--- src/rtl/six_three_popcount_ctrl.sv ---
// rtl/six_three_popcount_ctrl.sv - time-shared 6:3 counter popcount sequencer
// Optional self-check of the 6:3 counter enabled by defining SIX_THREE_SELFCHECK_EN.

module six_three_counter (
    input  logic [5:0] x,
    output logic       s,
    output logic       c1,
    output logic       c2
);
    logic sa, ca, sb, cb, t;

    // Two full adders on each half, then combine the weight-1 and weight-2 columns.
    assign sa = x[0] ^ x[1] ^ x[2];
    assign ca = (x[0] & x[1]) | (x[0] & x[2]) | (x[1] & x[2]);
    assign sb = x[3] ^ x[4] ^ x[5];
    assign cb = (x[3] & x[4]) | (x[3] & x[5]) | (x[4] & x[5]);
    assign s  = sa ^ sb;
    assign t  = sa & sb;
    assign c1 = ca ^ cb ^ t;
    assign c2 = (ca & cb) | (ca & t) | (cb & t);
endmodule

module six_three_popcount_ctrl #(
    parameter  int N      = 24,
    localparam int CHUNKS = (N + 5) / 6,
    localparam int CW     = $clog2(N + 1)
) (
    input  logic          clk,
    input  logic          rst_n,
    input  logic          in_valid,
    output logic          in_ready,
    input  logic [N-1:0]  vec_i,
    output logic          out_valid,
    input  logic          out_ready,
    output logic [CW-1:0] count_o,
    output logic          busy,
    output logic          err_o
);
    localparam int PW = CHUNKS * 6;
    localparam int IW = (CHUNKS > 1) ? $clog2(CHUNKS) : 1;
    localparam int AW = (CW > 3) ? CW : 3;

    typedef enum logic [1:0] {IDLE, RUN, DONE} state_t;

    state_t          state_q, state_d;
    logic [CW-1:0]   acc_q, acc_d;
    logic [IW-1:0]   idx_q, idx_d;
    logic [PW-1:0]   shreg_q, shreg_d;
    logic [CW-1:0]   count_q, count_d;
    logic            cnt_s, cnt_c1, cnt_c2;
    logic [2:0]      chunk_sum;
    logic [AW-1:0]   acc_sum;

    six_three_counter u_cnt (
        .x  (shreg_q[5:0]),
        .s  (cnt_s),
        .c1 (cnt_c1),
        .c2 (cnt_c2)
    );

    assign chunk_sum = {cnt_c2, cnt_c1, cnt_s};
    // Widen to at least 3 bits so tiny N cannot truncate the chunk sum before the add.
    assign acc_sum   = AW'(acc_q) + AW'(chunk_sum);

    always_comb begin
        state_d = state_q;
        acc_d   = acc_q;
        idx_d   = idx_q;
        shreg_d = shreg_q;
        count_d = count_q;
        case (state_q)
            IDLE: begin
                if (in_valid) begin
                    shreg_d = PW'(vec_i);
                    acc_d   = '0;
                    idx_d   = '0;
                    state_d = RUN;
                end
            end
            RUN: begin
                acc_d   = acc_sum[CW-1:0];
                shreg_d = shreg_q >> 6;
                idx_d   = idx_q + 1'b1;
                if (idx_q == IW'(CHUNKS - 1)) begin
                    count_d = acc_sum[CW-1:0];
                    state_d = DONE;
                end
            end
            DONE: begin
                if (out_ready) begin
                    state_d = IDLE;
                end
            end
            default: state_d = IDLE;
        endcase
    end

    always_ff @(posedge clk) begin
        if (!rst_n) begin
            state_q <= IDLE;
            acc_q   <= '0;
            idx_q   <= '0;
            shreg_q <= '0;
            count_q <= '0;
        end else begin
            state_q <= state_d;
            acc_q   <= acc_d;
            idx_q   <= idx_d;
            shreg_q <= shreg_d;
            count_q <= count_d;
        end
    end

    assign in_ready  = (state_q == IDLE);
    assign out_valid = (state_q == DONE);
    assign busy      = (state_q != IDLE);
    assign count_o   = count_q;

`ifdef SIX_THREE_SELFCHECK_EN
    logic       err_q;
    logic [2:0] ref_cnt;

    assign ref_cnt = 3'($countones(shreg_q[5:0]));

    always_ff @(posedge clk) begin
        if (!rst_n) begin
            err_q <= 1'b0;
        end else if (state_q == RUN && ref_cnt != chunk_sum) begin
            err_q <= 1'b1;
        end
    end

    assign err_o = err_q;
`else
    assign err_o = 1'b0;
`endif
endmodule

--- config.mk ---
export PLATFORM = sky130hd
export DESIGN_NAME = six_three_popcount_ctrl
export DESIGN_NICKNAME = d
export VERILOG_FILES = /design/src/rtl/six_three_popcount_ctrl.sv
export SDC_FILE = /design/constraint.sdc
export NUM_CORES = 1
export LEC_CHECK = 0
export CAP_MARGIN = 20
export CORE_MARGIN = 5
export CORE_UTILIZATION = 55
export DETAILED_ROUTE_END_ITERATION = 10
export PLACE_DENSITY = 0.82
export SYNTH_ARGS = -nofsm -noshare
export SYNTH_HDL_FRONTEND = slang
export SYNTH_SLANG_ARGS = --single-unit
--- constraint.sdc ---
create_clock -name clk -period 8.3 [get_ports clk]
set_input_delay 1.66 -clock clk [delete_from_list [all_inputs] [get_ports clk]]
set_output_delay 1.66 -clock clk [all_outputs]
set_load 0.01 [all_outputs]
==> Word-level counts from Yosys, hierarchy flattened <==
Cells that the tools add are included.
{ "op_classes": {"div_mod_pow": 0, "bitwise_logic": 23, "n_mul": 0, "n_eq_ne": 6, "n_lt_le_gt_ge": 0, "shifts": 0, "n_addsub": 2, "n_reduce_logical": 6, "n_mux": 10} }
{ "ops": {"columns": ["cell", "n"], "rows": [
  ["$pmux W24 S2", 1],
  ["$mux W24", 1],
  ["$and A1 B1 Y1", 10],
  ["$pmux W5 S2", 1],
  ["$mux W2", 4],
  ["$xor A1 B1 Y1", 7],
  ["$or A1 B1 Y1", 6],
  ["$pmux W2 S3", 1],
  ["$add A5 B3 Y5", 1],
  ["$mux W5", 1],
  ["$eq A2 B2 Y1 const B", 2],
  ["$ne A2 B2 Y1 const B", 2],
  ["$pmux W2 S2", 1],
  ["$reduce_and A2 Y1", 2],
  ["$reduce_bool A2 Y1", 2],
  ["$reduce_and A3 Y1", 1],
  ["$add A2 B1 Y2 const B", 1],
  ["$eq A2 B1 Y1 const B", 1],
  ["$logic_not A2 Y1", 1],
  ["$ne A2 B1 Y1 const B", 1]
]} }
{ "totals": {"n_memories": 0, "mem_bits_rw": 0, "rom_bits": 0, "out_inout_bits": 9, "input_bits": 28, "latch_bits": 0, "ff_bits": 38, "wordCells": 52} }

==> Logic depth before layout (Yosys ltp) <==
Gate-level depths: netlist (run 1).
{ "depth": {"word_depth": 8, "depth_mapped": 12, "ltp_nobuf": 12} }

==> By module <==
From an unflattened synthesis (run 1), not the netlist that was laid out.
{ "hier_totals": {"hier_cells": 206, "area_unflattened_um2": 1930.6} }
{ "modules_own_cells": {"columns": ["module", "cells_each", "seq_area_each_um2", "n_inst", "area_per_inst_um2"], "rows": [
  ["six_three_popcount_ctrl", 197, 760.7, 1, 1839.3],
  ["six_three_counter", 9, 0.0, 1, 91.3]
]} }

==> Least setup slack after synthesis (run 1) <==
No wires, ideal clock.
{ "synth_timing": {"path_type": "register to register", "startpoint": "register shreg_q[3]", "endpoint": "register acc_q[4]", "path_buffers": 0, "period_less_slack_ns": 2.602, "stages_incl_launch_ff": 12, "t_arrival_ns": 2.515, "setup_ns": 0.087, "required_ns": 8.213, "setup_slack_ns": 5.698, "path_cell_list": "dfxtp_1 inv_1 fa_1 inv_1 ha_1 inv_1 fa_1 fa_1 nor2b_1 o21ai_0 xor2_1 o31ai_1"} }
{ "synth_via": {"elab_chain_cells": 8, "word_cells_on_any_way": 17, "cone_classes": "1 x add/sub; 1 x mux; 15 x bitwise"} }
{ "synth_rtl": {"columns": ["element", "line_no", "source"], "rows": [
  ["start: declaration", "48", "logic [PW-1:0] shreg_q, shreg_d;"],
  ["start signal: assignment", "109", "shreg_q <= shreg_d;"],
  ["$and A1 B1 Y1 or $xor A1 B1 Y1 (tied branches)", "16, 15", null],
  ["$or A1 B1 Y1 or $xor A1 B1 Y1 (tied branches)", "16, 15", null],
  ["$or A1 B1 Y1 or $and A1 B1 Y1 (tied branches)", "16, 18", null],
  ["$and A1 B1 Y1", "20", "assign c2 = (ca & cb) | (ca & t) | (cb & t);"],
  ["$or A1 B1 Y1 (2 in series)", "20", null],
  ["$add A5 B3 Y5 *", "63", "assign acc_sum = AW'(acc_q) + AW'(chunk_sum);"],
  ["$pmux W5 S2 *", "71", "case (state_q)"],
  ["end signal: assignment", "101", "acc_q <= '0;"],
  ["end signal: assignment", "107", "acc_q <= acc_d;"],
  ["end: declaration", "46", "logic [CW-1:0] acc_q, acc_d;"]
]} }
Mark *: on every way between the ends. The rest lies on a longest branch, timed or not.
A chain may end at the register's enable or synchronous reset.

==> Worst setup path after layout (run 1) <==
{ "layout_timing": {"startpoint": "register state_q[1]", "endpoint": "output port out_valid"} }
{ "layout_via": {"elab_chain_cells": 1} }
{ "layout_rtl": {"columns": ["element", "line_no", "source"], "rows": [
  ["start: declaration", "45", "state_t state_q, state_d;"],
  ["start signal: assignment", "106", "state_q <= state_d;"],
  ["$eq A2 B2 Y1", "115", "assign out_valid = (state_q == DONE);"],
  ["end: declaration", "33", "output logic out_valid,"]
]} }
No other way between the ends.

==> results of run 1 <==
## final timing paths
kind              slack, ns    endpoint  startpoint  cells past startpoint
setup reg to reg       5.49    acc_q[3]  shreg_q[3]                     12
setup / recovery       4.85   out_valid  state_q[1]                      2
hold / removal         0.48  shreg_q[0]  shreg_q[6]                      2
hold reg to reg        0.48  shreg_q[0]  shreg_q[6]                      2
## flip-flops by register name (all words and copies together) (netlist names)
register,flops
acc_q,5
count_o,5
idx_q,2
shreg_q,24
state_q,2
## area by class of cell
class | instances | area share (%)
Inverter | 14 | 2.38
Clock buffer | 5 | 1.70
Multi-Input combinational cell | 141 | 42.1
Timing Repair Buffer | 36 | 16.2
Sequential cell | 38 | 34.5
Tap cell | 46 | 2.61
Clock inverter | 2 | 0.454
## cells in the mapped netlist (4+ instances only)
cell type  number
a21oi_1         9
clkbuf_1        4
dfxtp_1        38
buf_4           4
buf_2           5
ha_1            5
nand2_1        29
inv_1          13
a311oi_1        8
o221a_2         5
nor2b_1         7
a311oi_2        5
a22oi_1         9
fa_1            4
nor2_1         34
## layer usage
layer	track usage (%)	vias up
met2	27.9	42
met4	4.47	0
met1	21.3	653
met5	0	-
li1	-	769
met3	5.75	2
## power by group through the flow
| stage | combinational (mW) | clock [mW] | sequential [mW] |
|---|---|---|---|
| final | 0.0777 | 0.0876 | 0.202 |
| after global routing | 0.0894 | 0.0992 | 0.204 |
| after CTS | 0.0787 | 0.0910 | 0.202 |
| after detailed placement | 0.0785 | 0 | 0.206 |
| after global placement | 0.0756 | 0 | 0.206 |
| after floorplan | 0.0571 | 0 | 0.204 |
## worst reg2reg max path, cell delays in order, from the launching register on
cell and delay, ns:
dfxtp_1 0.34, inv_1 0.06, fa_1 0.46, inv_1 0.08, ha_1 0.14, inv_1 0.04, fa_1 0.53, inv_1 0.06
ha_1 0.27, a21o_1 0.16, a21oi_1 0.30, or3_1 0.16, a31oi_1 0.06
## per-stage QoR
stage                     cell area, um^2  cells  worst slack, ns  total power, mW  hold slack (ns)
after floorplan                      1850    209             5.70            0.261            0.444
after global placement               2150    274             4.59            0.282            0.458
after detailed placement             2160    275             4.56            0.285            0.465
after CTS                            2210    282             4.84            0.372            0.483
after global routing                 2210    282             4.73            0.393            0.506
final                                2210    282             4.85            0.367            0.482
## logic make-up after synthesis
| logic type | synth area share [%] |
|---|---|
| and+or+nand+nor | 20.1 |
| AOI/OAI and AO/OA | 20.3 |
| DFF | 41.2 |
| buffers and inverters | 8.47 |
| adders and majority gates | 7.72 |
| xor gates and xnor gates | 0.949 |
| muxes | 1.08 |
| other | 0.203 |
## placed cells by master, fill, tap and decap left out, drive strengths merged, types with 2 or more instances in the layout
cell type	Yosys	routed
nor2b	7	7
inv	14	14
fa	4	4
or2	2	2
a21oi	9	9
a211oi	2	2
ha	5	5
o221a	5	5
clkinv	0	2
nand2	29	29
dfxtp	38	38
mux2i	2	2
a22oi	9	9
nand3	2	2
a311oi	13	13
clkdlybuf4s50	0	35
clkbuf	4	5
o21ai	2	2
nor2	36	36
==> impl_metrics.json, run 1 <==
{
  "port_buffers": 35,
  "wl_met3_um": 207,
  "grt_max_degree": 34,
  "pwr-share-clk_pct": 23.9,
  "p_int_mw": 0.264,
  "io_pins": 37,
  "hpwl_mm": 2.49,
  "syn-num-nets": 246,
  "antenna_found_initial": 0,
  "grt_pass1_vias": 1385,
  "synthCells": 209,
  "cts_resized": 0,
  "crit_path_max_incr_delay_ns": 0.62,
  "multiInputGateArea_um2": 930,
  "p_comb_share_pct": 21.2,
  "cellPowerDensity_nw_per_um2": 167,
  "synth_async_sr_flop_share_pct": 0,
  "critPathBufInv": 1,
  "met1Wirelength_mm": 1.61,
  "seq_area_frac_synth_pct": 41.2,
  "fin_crit_ns": 3.45,
  "area_growth_pct": 19.4,
  "crit_family": "flip-flops",
  "maxSlewViolCount": 0,
  "vdd_ir_drop_max_mv": 0.114,
  "cts_buffer_depth": 2,
  "dieHeight_um": 67.9,
  "antenna_cells": 0,
  "p_leak_nw": 0.872,
  "grt_pass1_wl_mm": 5.99,
  "synthTopCellsByArea": "dfxtp_1, nor2_1, nand2_1",
  "synth_edf_count": 0,
  "clock_skew_ns": 0.00822,
  "cp-end-kind": "output pin",
  "cts_tree": "yes",
  "cp_slowest_cell": "dfxtp_1",
  "fin_crit_sh_pct": 41.6,
  "place.gp.congestion": 0.735,
  "ant_nets": 0,
  "max_cap_violations": 0,
  "drt_wl_total_mm": 3.44,
  "crit_type": "reg2out",
  "p_sw_mw": 0.104,
  "die_w_um": 67.9,
  "top_layer": "met4",
  "cp.arrival_ns": 1.79,
  "final_core_util_pct": 67.2,
  "cp_cell_sequence": "nor2b_1 -> clkdlybuf4s50_1",
  "ys_ff_latch": 38,
  "drc": 0,
  "hold_path_class": "reg2reg",
  "netSwitchingFraction_pct": 28.3,
  "setup_viol_count_final": 0,
  "worstPathRequired_ns": 6.64,
  "wl_met2_mm": 1.61,
  "vias": 1466,
  "n_fill_cell": 282,
  "synth_top_area_share_pct": 41.2,
  "wl_per_cell_um": 12.2,
  "finalHoldViolations": 0,
  "fmax_ghz": 0.290,
  "root_buffer": "clkbuf_4",
  "core_um2": 3280,
  "rsz0062_at_grt": "false",
  "pwr-share-seq_pct": 55.0,
  "clk_pin_slew_ns": 0.11,
  "htree_levels": 2,
  "drive_gt1_share_pct": 10.2,
  "cts_setup_buffers": 0,
  "die_area_um2": 4620,
  "tns_ns": 0,
  "grt-ovfl-total": 0,
  "postCtsHoldBufs": 0,
  "yosys_warnings": 0,
  "synth_area_per_cell_um2": 8.84,
  "relSlewSlack_pct": 32.6,
  "synth_top_area_cell": "dfxtp_1",
  "start_kind": "flip-flop",
  "routed_via_density": 5.20,
  "rows": 21,
  "tightest_slew_ns": 1.01,
  "seqCellArea_um2": 761,
  "clk_latency_ns": 0.33,
  "fin_nets": 273,
  "initial_core_util_pct": 56.2,
  "firstDrtPassIters": 4,
  "path_max_fanout": 13,
  "grt_usage_pct": 17.0,
  "synth_ff_type": "dfxtp_1",
  "drt_iter0_markers": 91,
  "status": "finished, final reports clean",
  "syn-cell-area_um2": 1850,
  "synth_cell_types": 39,
  "cts_buffers": 5,
  "cts.sinks": 38
}
Power figures use the tool's default switching activity.
==> run 2: changes to the inputs <==
Settings changed: CORE_UTILIZATION 55 to 46, PLACE_DENSITY 0.82 to 0.73.
Clock period 8.3 ns to 2.8 ns, I/O delays scaled along.
==> impl_metrics.json, run 2 (synthesis gave the netlist of run 1 again) <==
{
  "max_cap_violations": 0,
  "hold_slack_ns": 0.471,
  "rows": 23,
  "path_max_fanout": 4,
  "io_pins": 37,
  "cp_slowest_cell": "fa_2",
  "drc": 0,
  "crit_path_max_incr_delay_ns": 0.59,
  "initial_core_util_pct": 46.8,
  "grt-ovfl-total": 0,
  "vias": 1480,
  "p_comb_share_pct": 20.5,
  "postCtsHoldBufs": 0,
  "cts_buffers": 5,
  "antenna_cells": 0,
  "clock_skew_ns": 0.00446,
  "grt_pass1_wl_mm": 6.04,
  "area_growth_pct": 26.2,
  "pwr-share-seq_pct": 48.7,
  "die_w_um": 73.4,
  "finalHoldViolations": 0,
  "cp.arrival_ns": 2.92,
  "critPathBufInv": 2,
  "cts_tree": "yes",
  "relSlewSlack_pct": 58.7,
  "vdd_ir_drop_max_mv": 0.351,
  "fin_nets": 278,
  "hold_path_class": "reg2reg",
  "n_fill_cell": 344,
  "fin_crit_ns": 2.71,
  "regMostFlops": "shreg_q",
  "final_core_util_pct": 59.1,
  "start_kind": "flip-flop",
  "core_um2": 3940,
  "grt_pass1_vias": 1392,
  "clk_latency_ns": 0.28,
  "netSwitchingFraction_pct": 26.8,
  "crit_type": "reg2reg",
  "tightest_slew_ns": 0.619,
  "place.gp.congestion": 0.733,
  "worst_path_most_repeated_cell": "inv_2",
  "root_buffer": "clkbuf_8",
  "clk_pin_slew_ns": 0.07,
  "cts.sinks": 38,
  "antenna_found_initial": 0,
  "status": "finished, final reports clean",
  "largest_reg_flops": 24,
  "port_buffers": 35,
  "grt_max_degree": 34,
  "pwr-share-clk_pct": 30.7,
  "ant_nets": 0,
  "die_area_um2": 5380,
  "worstPathRequired_ns": 3.01,
  "p_int_mw": 0.903,
  "p_leak_nw": 0.911,
  "cp_cell_sequence": "fa_1 -> ha_2 -> inv_2 -> fa_2 -> inv_2 -> ha_4 -> a21o_1 -> a21oi_4 -> or3_1 -> a31oi_1",
  "setup_viol_count_final": 0,
  "drt_iter0_markers": 103,
  "fin_crit_sh_pct": 96.7,
  "htree_levels": 2,
  "drt_wl_total_mm": 3.68,
  "grt_usage_pct": 14.1,
  "rsz0062_at_grt": "true",
  "p_sw_mw": 0.330,
  "cellPowerDensity_nw_per_um2": 529,
  "crit_family": "adder cells",
  "routed_via_density": 5.07,
  "drive_gt1_share_pct": 16.9,
  "wl_per_cell_um": 12.6,
  "cp-end-kind": "flip-flop",
  "final_cell_mix": "dfxtp_1, clkdlybuf4s50_1, nor2_1",
  "firstDrtPassIters": 4,
  "fmax_ghz": 0.369,
  "maxSlewViolCount": 0,
  "dieHeight_um": 73.4,
  "hpwl_mm": 2.57,
  "cts_buffer_depth": 2
}
[run 2: power groups by stage]
stage	Clock, mW	Combinational [mW]	Sequential (mW)
2_1_floorplan	0	0.169	0.604
3_3_place_gp	0	0.230	0.610
3_5_place_dp	0	0.234	0.611
4_1_cts	0.394	0.236	0.599
5_1_grt	0.415	0.285	0.605
6_report	0.379	0.253	0.601
[run 2: worst register-to-register path: cells and delay by family, from the launching register on]
family          cells  cell delay (ns)
buf+inv             2             0.09
simple gates        1             0.31
fa+ha+maj           4             1.58
compound gates      3             0.33
flops               1             0.33
[run 2: area by class of cell]
| class | instances | area, um^2 | area share (%) |
|---|---|---|---|
| Clock inverter | 1 | 5.00 | 0.215 |
| Sequential cell | 38 | 764 | 32.8 |
| Inverter | 14 | 52.6 | 2.26 |
| Multi-Input combinational cell | 141 | 963 | 41.4 |
| Tap cell | 50 | 62.6 | 2.69 |
| Timing Repair Buffer | 41 | 395 | 17.0 |
| Clock buffer | 7 | 86.3 | 3.71 |
[run 2: worst paths after layout]
| path | startpoint | slack (ns) | depth (start not counted) | endpoint |
|---|---|---|---|---|
| worst max-delay path | shreg_q[0] | 0.09 | 10 | acc_q[3] |
| worst min-delay path | shreg_q[10] | 0.47 | 2 | shreg_q[4] |
| worst max register to register | shreg_q[0] | 0.09 | 10 | acc_q[3] |
| worst min register to register | shreg_q[10] | 0.47 | 2 | shreg_q[4] |
[run 2: layer usage]
| metal | track usage, % | vias to the layer above | wire length [um] |
|---|---|---|---|
| met1 | 18.0 | 666 | 1650 |
| li1 | - | 776 | - |
| met5 | 0 | - | 0 |
| met4 | 3.82 | 0 | 32 |
| met3 | 4.38 | 6 | 225 |
| met2 | 23.0 | 32 | 1770 |
[run 2: repair_timing]
| item | CTS | global route |
|---|---|---|
| buffers inserted | 0 | 2 |
| gates resized for setup | 0 | 14 |
| setup endpoints to repair | 0 | 4 |
| endpoints found under the hold margin | 0 | 0 |
[run 2: through the flow]
stage	instance area (um^2)	setup slack, ns	setup TNS (ns)	power, mW	instances
2_1_floorplan	1850	0.198	0	0.774	209
3_5_place_dp	2190	0.0544	0	0.845	282
5_1_grt	2330	-0.0229	-0.0229	1.31	292
3_3_place_gp	2190	0.102	0	0.841	282
6_report	2330	0.0915	0	1.23	292
4_1_cts	2280	0.0298	0	1.23	290
